`config.mk`:
```
export PLATFORM = sky130hd
export DESIGN_NAME = btn_conditioner
export DESIGN_NICKNAME = d
export VERILOG_FILES = /design/src/rtl/btn_conditioner.sv
export SDC_FILE = /design/constraint.sdc
export NUM_CORES = 1
export LEC_CHECK = 0
export CELL_PAD_IN_SITES_DETAIL_PLACEMENT = 0
export CELL_PAD_IN_SITES_GLOBAL_PLACEMENT = 1
export CORE_MARGIN = 4
export CORE_UTILIZATION = 47
export CTS_CLUSTER_DIAMETER = 120
export DETAILED_ROUTE_END_ITERATION = 7
export PLACE_DENSITY = 0.81
export SETUP_SLACK_MARGIN = 0.1
export SYNTH_ARGS = -nofsm -noshare
export SYNTH_HDL_FRONTEND = slang
export SYNTH_SLANG_ARGS = --single-unit
```
`constraint.sdc`:
```
create_clock -name wb_clk_i -period 2.2 [get_ports wb_clk_i]
set_input_delay 0.44 -clock wb_clk_i [delete_from_list [all_inputs] [get_ports wb_clk_i]]
set_output_delay 0.44 -clock wb_clk_i [all_outputs]
set_load 0.05 [all_outputs]
```
`src/rtl/btn_conditioner.sv`:
```
`default_nettype none
// ============================================================================
//  Module   : btn_conditioner
//  Purpose  : Per-channel button pad conditioner (synchroniser, polarity fix,
//             debounce, press/release pulses, auto-repeat, sticky flags).
//  Revision : 1.0 - initial release
// ============================================================================
module btn_conditioner #(
    parameter int                 NUM_BTN         = 6,
    parameter int                 SYNC_STAGES     = 2,
    parameter int                 DEBOUNCE_CYCLES = 250000,
    parameter logic [NUM_BTN-1:0] ACTIVE_LOW_MASK = 6'b001111,
    parameter logic [NUM_BTN-1:0] REPEAT_MASK     = 6'b000000,
    parameter int                 REPEAT_DELAY    = 12500000,
    parameter int                 REPEAT_PERIOD   = 2500000
) (
    input  logic               wb_clk_i,
    input  logic               wb_rst_ni,
    input  logic [NUM_BTN-1:0] btn_raw_i,
    input  logic [NUM_BTN-1:0] clr_i,
    output logic [NUM_BTN-1:0] btn_level_o,
    output logic [NUM_BTN-1:0] btn_press_o,
    output logic [NUM_BTN-1:0] btn_release_o,
    output logic [NUM_BTN-1:0] btn_sticky_o
);

    localparam int              DB_W    = $clog2(DEBOUNCE_CYCLES + 1);
    localparam logic [DB_W-1:0] DB_LAST = DB_W'(DEBOUNCE_CYCLES - 1);

    for (genvar i = 0; i < NUM_BTN; i++) begin : g_chan
        logic [SYNC_STAGES-1:0] sync_q;
        logic                   norm;
        logic [DB_W-1:0]        db_cnt_q;
        logic [DB_W-1:0]        db_cnt_d;
        logic                   level_q;
        logic                   level_d;
        logic                   press_q;
        logic                   press_d;
        logic                   release_q;
        logic                   release_d;
        logic                   sticky_q;
        logic                   sticky_d;
        logic                   accept;
        logic                   rpt_fire;

        assign norm = sync_q[SYNC_STAGES-1] ^ ACTIVE_LOW_MASK[i];

        always_comb begin
            db_cnt_d = db_cnt_q;
            level_d  = level_q;
            accept   = 1'b0;
            if (norm == level_q) begin
                db_cnt_d = '0;
            end else if (db_cnt_q == DB_LAST) begin
                level_d  = norm;
                db_cnt_d = '0;
                accept   = 1'b1;
            end else begin
                db_cnt_d = db_cnt_q + DB_W'(1);
            end
            press_d   = (accept & norm) | rpt_fire;
            release_d = accept & ~norm;
            // Sticky follows the registered pulse so a clear in the pulse cycle loses.
            sticky_d  = press_q | (sticky_q & ~clr_i[i]);
        end

        always_ff @(posedge wb_clk_i or negedge wb_rst_ni) begin
            if (!wb_rst_ni) begin
                sync_q    <= {SYNC_STAGES{ACTIVE_LOW_MASK[i]}};
                db_cnt_q  <= '0;
                level_q   <= 1'b0;
                press_q   <= 1'b0;
                release_q <= 1'b0;
                sticky_q  <= 1'b0;
            end else begin
                sync_q    <= {sync_q[SYNC_STAGES-2:0], btn_raw_i[i]};
                db_cnt_q  <= db_cnt_d;
                level_q   <= level_d;
                press_q   <= press_d;
                release_q <= release_d;
                sticky_q  <= sticky_d;
            end
        end

        if (REPEAT_MASK[i]) begin : g_rpt
            localparam int              RP_MAX    = (REPEAT_DELAY > REPEAT_PERIOD) ?
                                                    REPEAT_DELAY : REPEAT_PERIOD;
            localparam int              RP_W      = $clog2(RP_MAX + 1);
            localparam logic [RP_W-1:0] RP_DELAY  = RP_W'(REPEAT_DELAY);
            localparam logic [RP_W-1:0] RP_PERIOD = RP_W'(REPEAT_PERIOD);

            logic [RP_W-1:0] rpt_cnt_q;
            logic [RP_W-1:0] rpt_cnt_d;
            logic            rpt_phase_q;
            logic            rpt_phase_d;

            // Phase 0 waits for the initial delay, phase 1 for each period.
            always_comb begin
                rpt_cnt_d   = '0;
                rpt_phase_d = 1'b0;
                rpt_fire    = 1'b0;
                if (level_q && !accept) begin
                    rpt_phase_d = rpt_phase_q;
                    rpt_cnt_d   = rpt_cnt_q + RP_W'(1);
                    if (rpt_cnt_d == (rpt_phase_q ? RP_PERIOD : RP_DELAY)) begin
                        rpt_fire    = 1'b1;
                        rpt_cnt_d   = '0;
                        rpt_phase_d = 1'b1;
                    end
                end
            end

            always_ff @(posedge wb_clk_i or negedge wb_rst_ni) begin
                if (!wb_rst_ni) begin
                    rpt_cnt_q   <= '0;
                    rpt_phase_q <= 1'b0;
                end else begin
                    rpt_cnt_q   <= rpt_cnt_d;
                    rpt_phase_q <= rpt_phase_d;
                end
            end
        end else begin : g_no_rpt
            assign rpt_fire = 1'b0;
        end

        assign btn_level_o[i]   = level_q;
        assign btn_press_o[i]   = press_q;
        assign btn_release_o[i] = release_q;
        assign btn_sticky_o[i]  = sticky_q;
    end

endmodule
`default_nettype wire

```
==> impl_results.md <==
- Status: complete, no violations
- Top post-synthesis cells by area: dfrtp_1, xnor2_1, nor2_1, nand4_1, dfstp_2
- Initial DRC count: 376
- Initial antenna violation count: 0
- CTS buffer count: 17
- Area of the die: 16400 sq um
- Crit-path slowest cell: clkdlybuf4s50_1
- HPWL after DPL: 8.90 mm
- Worst Hold Class: reg2reg
- Slew Limit Headroom: 64.4%
- Pins Over Slew Limit: 0
- Worst vdd ir: 535 uV
- Nets@finish: 719
- Startpoint types: flip-flop
- GRT overflow: 0
- Vias per cell: 5.40
- Delay of the slowest critical-path stage: 0.81 ns
- Worst setup margin: 0.145 ns
- Post-route clock period utilization: 93.4%
- CTS max path bufs: 2
- Delay-heaviest family, CP: buffers and inverters
- First-pass detailed-route iteration total: 5
- H-tree depth: 4
- Die height: 128 um
- Max-cap violations: 0
- Most frequent cell after synthesis: dfrtp_1
- Switching share of power: 20.5%
- Cell count after synthesis: 664
- Worst path cell trace: clkdlybuf4s50_1
- Buf/Inv on CP: 1
- Min Clock Period, post-route: 2.05 ns
- EDFF count, synth: 0
- Std-Cell Rows: 43
- RSZ-0062 raised after global routing: yes
- Yosys top cell by area: dfrtp_1
- Sw power: 1160 uW
- Setup WS pre-CTS: 0.116 ns
- Fin. Hold Viols: 0
- Synth warnings: 0
- Register area share after synthesis: 53.3%
- Count of state elements after synthesis: 144
- Antenna viol nets, final: 0
- Tightest Pin Transition: 0.536 ns
- Commonest cells post-synth: dfrtp_1, nor2_1, xnor2_1
- Vias in the first global route: 4735
- Worst EP required: 1.76 ns
- Post-synthesis async set-or-reset flop share: 100%
- Clock Sinks: 144
- DR vias: 4812
- Share of the synthesized area in the top cell type: 50.2%
- Largest net degree at the start of global routing: 50
- Skew-Pair Late Insertion Delay: 0.43 ns
- CTS clk-pin slew, worst paths: 0.06 ns
- Internal: 4520 uW
- DRT Wirelength: 12.9 mm
- Area of the multi-input gates: 2850 sq um
- DRC violations left: 0
- Register area: 3610 sq um
- Share of post-route cells with drive strength above 1: 9.85%
- Final setup TNS: 0 ns
- P&R area growth vs syn: 16.0%
- Placer Congestion: 0.862
- IO Pins: 38
- Chip width: 128 um
- Tot GR Track Use: 17.1%
- Clk network pwr share: 48.5%
- Syn nets: 684
- P_leak: 0.00322 uW
- CP Class: reg2out
- Core area: 14000 sq um
- Worst Skew: 0.0123 ns
- Wirelength per Cell: 14.4 um
- CP Max Fanout: 1
- FILL cells: 1222
- Reg power frac: 48.1%
- Combinational fraction of design power: 3.4%
- FMAX: 487 MHz
- Worst EP arrival: 1.61 ns
- Initial Utilization: 48.5%
- Pwr/cell area: 723 nW/um^2
- Critical Path End Type: output port
- Number of post-CTS setup repair buffers: 0
- Synth cell types: 40
- Setup violators final: 0
- Diode count: 0
- Average instance area after synthesis: 10.2 sq um
- Post-Syn Area: 6780 sq um
- TritonCTS clock tree: yes
- First-pass GRT wire length: 22.5 mm
- Top FF cell, synth: dfrtp_1
- Clock root buffer: clkbuf_16
- IO buf count: 37
## cell families (layout without fill, tap and decap cells)
family,count (synthesis),after routing,synth area share [%]
and+or+nand+nor,316,316,24.3
DFF,144,144,53.3
muxes,4,4,0.628
AOI/OAI and AO/OA,45,45,4.41
buffers and inverters,61,108,4.87
xor gates and xnor gates,88,88,11.4
adders and majority gates,6,6,1.11
## layer usage
metal	vias up	global-route usage, %	wire length (um)
li1	2366	-	-
met1	2331	23.1	6110
met2	97	26.4	6040
met3	18	4.13	499
met4	0	7.05	215
met5	-	0	0
## worst paths after layout
| check | start | end | slack (ns) | cells past startpoint |
|---|---|---|---|---|
| max | g_chan[0].release_q | btn_release_o[0] | 0.15 | 1 |
| max reg2reg | g_chan[4].db_cnt_q[0] | g_chan[4].level_q | 0.17 | 5 |
| min reg2reg | g_chan[2].sync_q[0] | g_chan[2].sync_q[1] | 0.35 | 0 |
| max in group asynchronous | wb_rst_ni | g_chan[3].sync_q[0] | 0.98 | 3 |
| min in group asynchronous | wb_rst_ni | g_chan[3].db_cnt_q[11] | 0.51 | 2 |
| min | g_chan[2].sync_q[0] | g_chan[2].sync_q[1] | 0.35 | 0 |
## cells in the final DEF, fill, tap and decap left out, types with 7 or more instances in the layout
cell               n
dlygate4sd2_1      7
nor2_1           106
clkbuf_16         17
nor4_1            29
xnor2_1           71
dfrtp_1          136
nand2_1           29
clkdlybuf4s50_1   28
and3_1            11
nor3_1            21
or4_1             12
a21oi_1           13
xor2_1            17
dfstp_2            8
inv_1             24
o21ai_0           13
buf_4             13
or2_2              8
nand3_1           30
or3_1             11
nand4_1           35
## through the flow
step	area (sq um)	utilization [%]	hold WS [ns]	power (uW)	cells
global route	7860	56.2	0.363	5910	891
global placement	7270	52.0	0.342	2960	859
CTS	7840	56.1	0.355	5760	891
floorplan	6780	-	0.144	2840	664
detailed placement	7270	52.0	0.347	2970	859
finish	7860	56.2	0.355	5680	891
## state kept, by name, indices dropped and copies added (netlist names)
register,flops
g_chan.level_q,6
g_chan.release_q,6
g_chan.db_cnt_q,108
g_chan.sticky_q,6
g_chan.sync_q,12
g_chan.press_q,6
## power by group through the flow
| stage | registers (uW) | clock network [uW] | logic, uW |
|---|---|---|---|
| 2_1_floorplan | 2770 | 0 | 74.6 |
| 3_3_place_gp | 2770 | 0 | 190 |
| 3_5_place_dp | 2780 | 0 | 195 |
| 4_1_cts | 2730 | 2830 | 199 |
| 5_1_grt | 2740 | 2960 | 222 |
| 6_report | 2730 | 2760 | 192 |
## final cells by class
class	instances	area share, %
Sequential cell	144	46.0
Multi-Input combinational cell	459	36.3
Tap cell	180	2.87
Clock buffer	25	6.18
Inverter	24	1.15
Timing Repair Buffer	53	6.53
Clock inverter	6	1.05
## timing repair
action,4_1_cts,5_1_grt
hold buffers,1,0
resized for setup,7,4
endpoints found under the hold margin,43,0
setup endpoints to repair,7,7
Power figures use the tool's default switching activity.
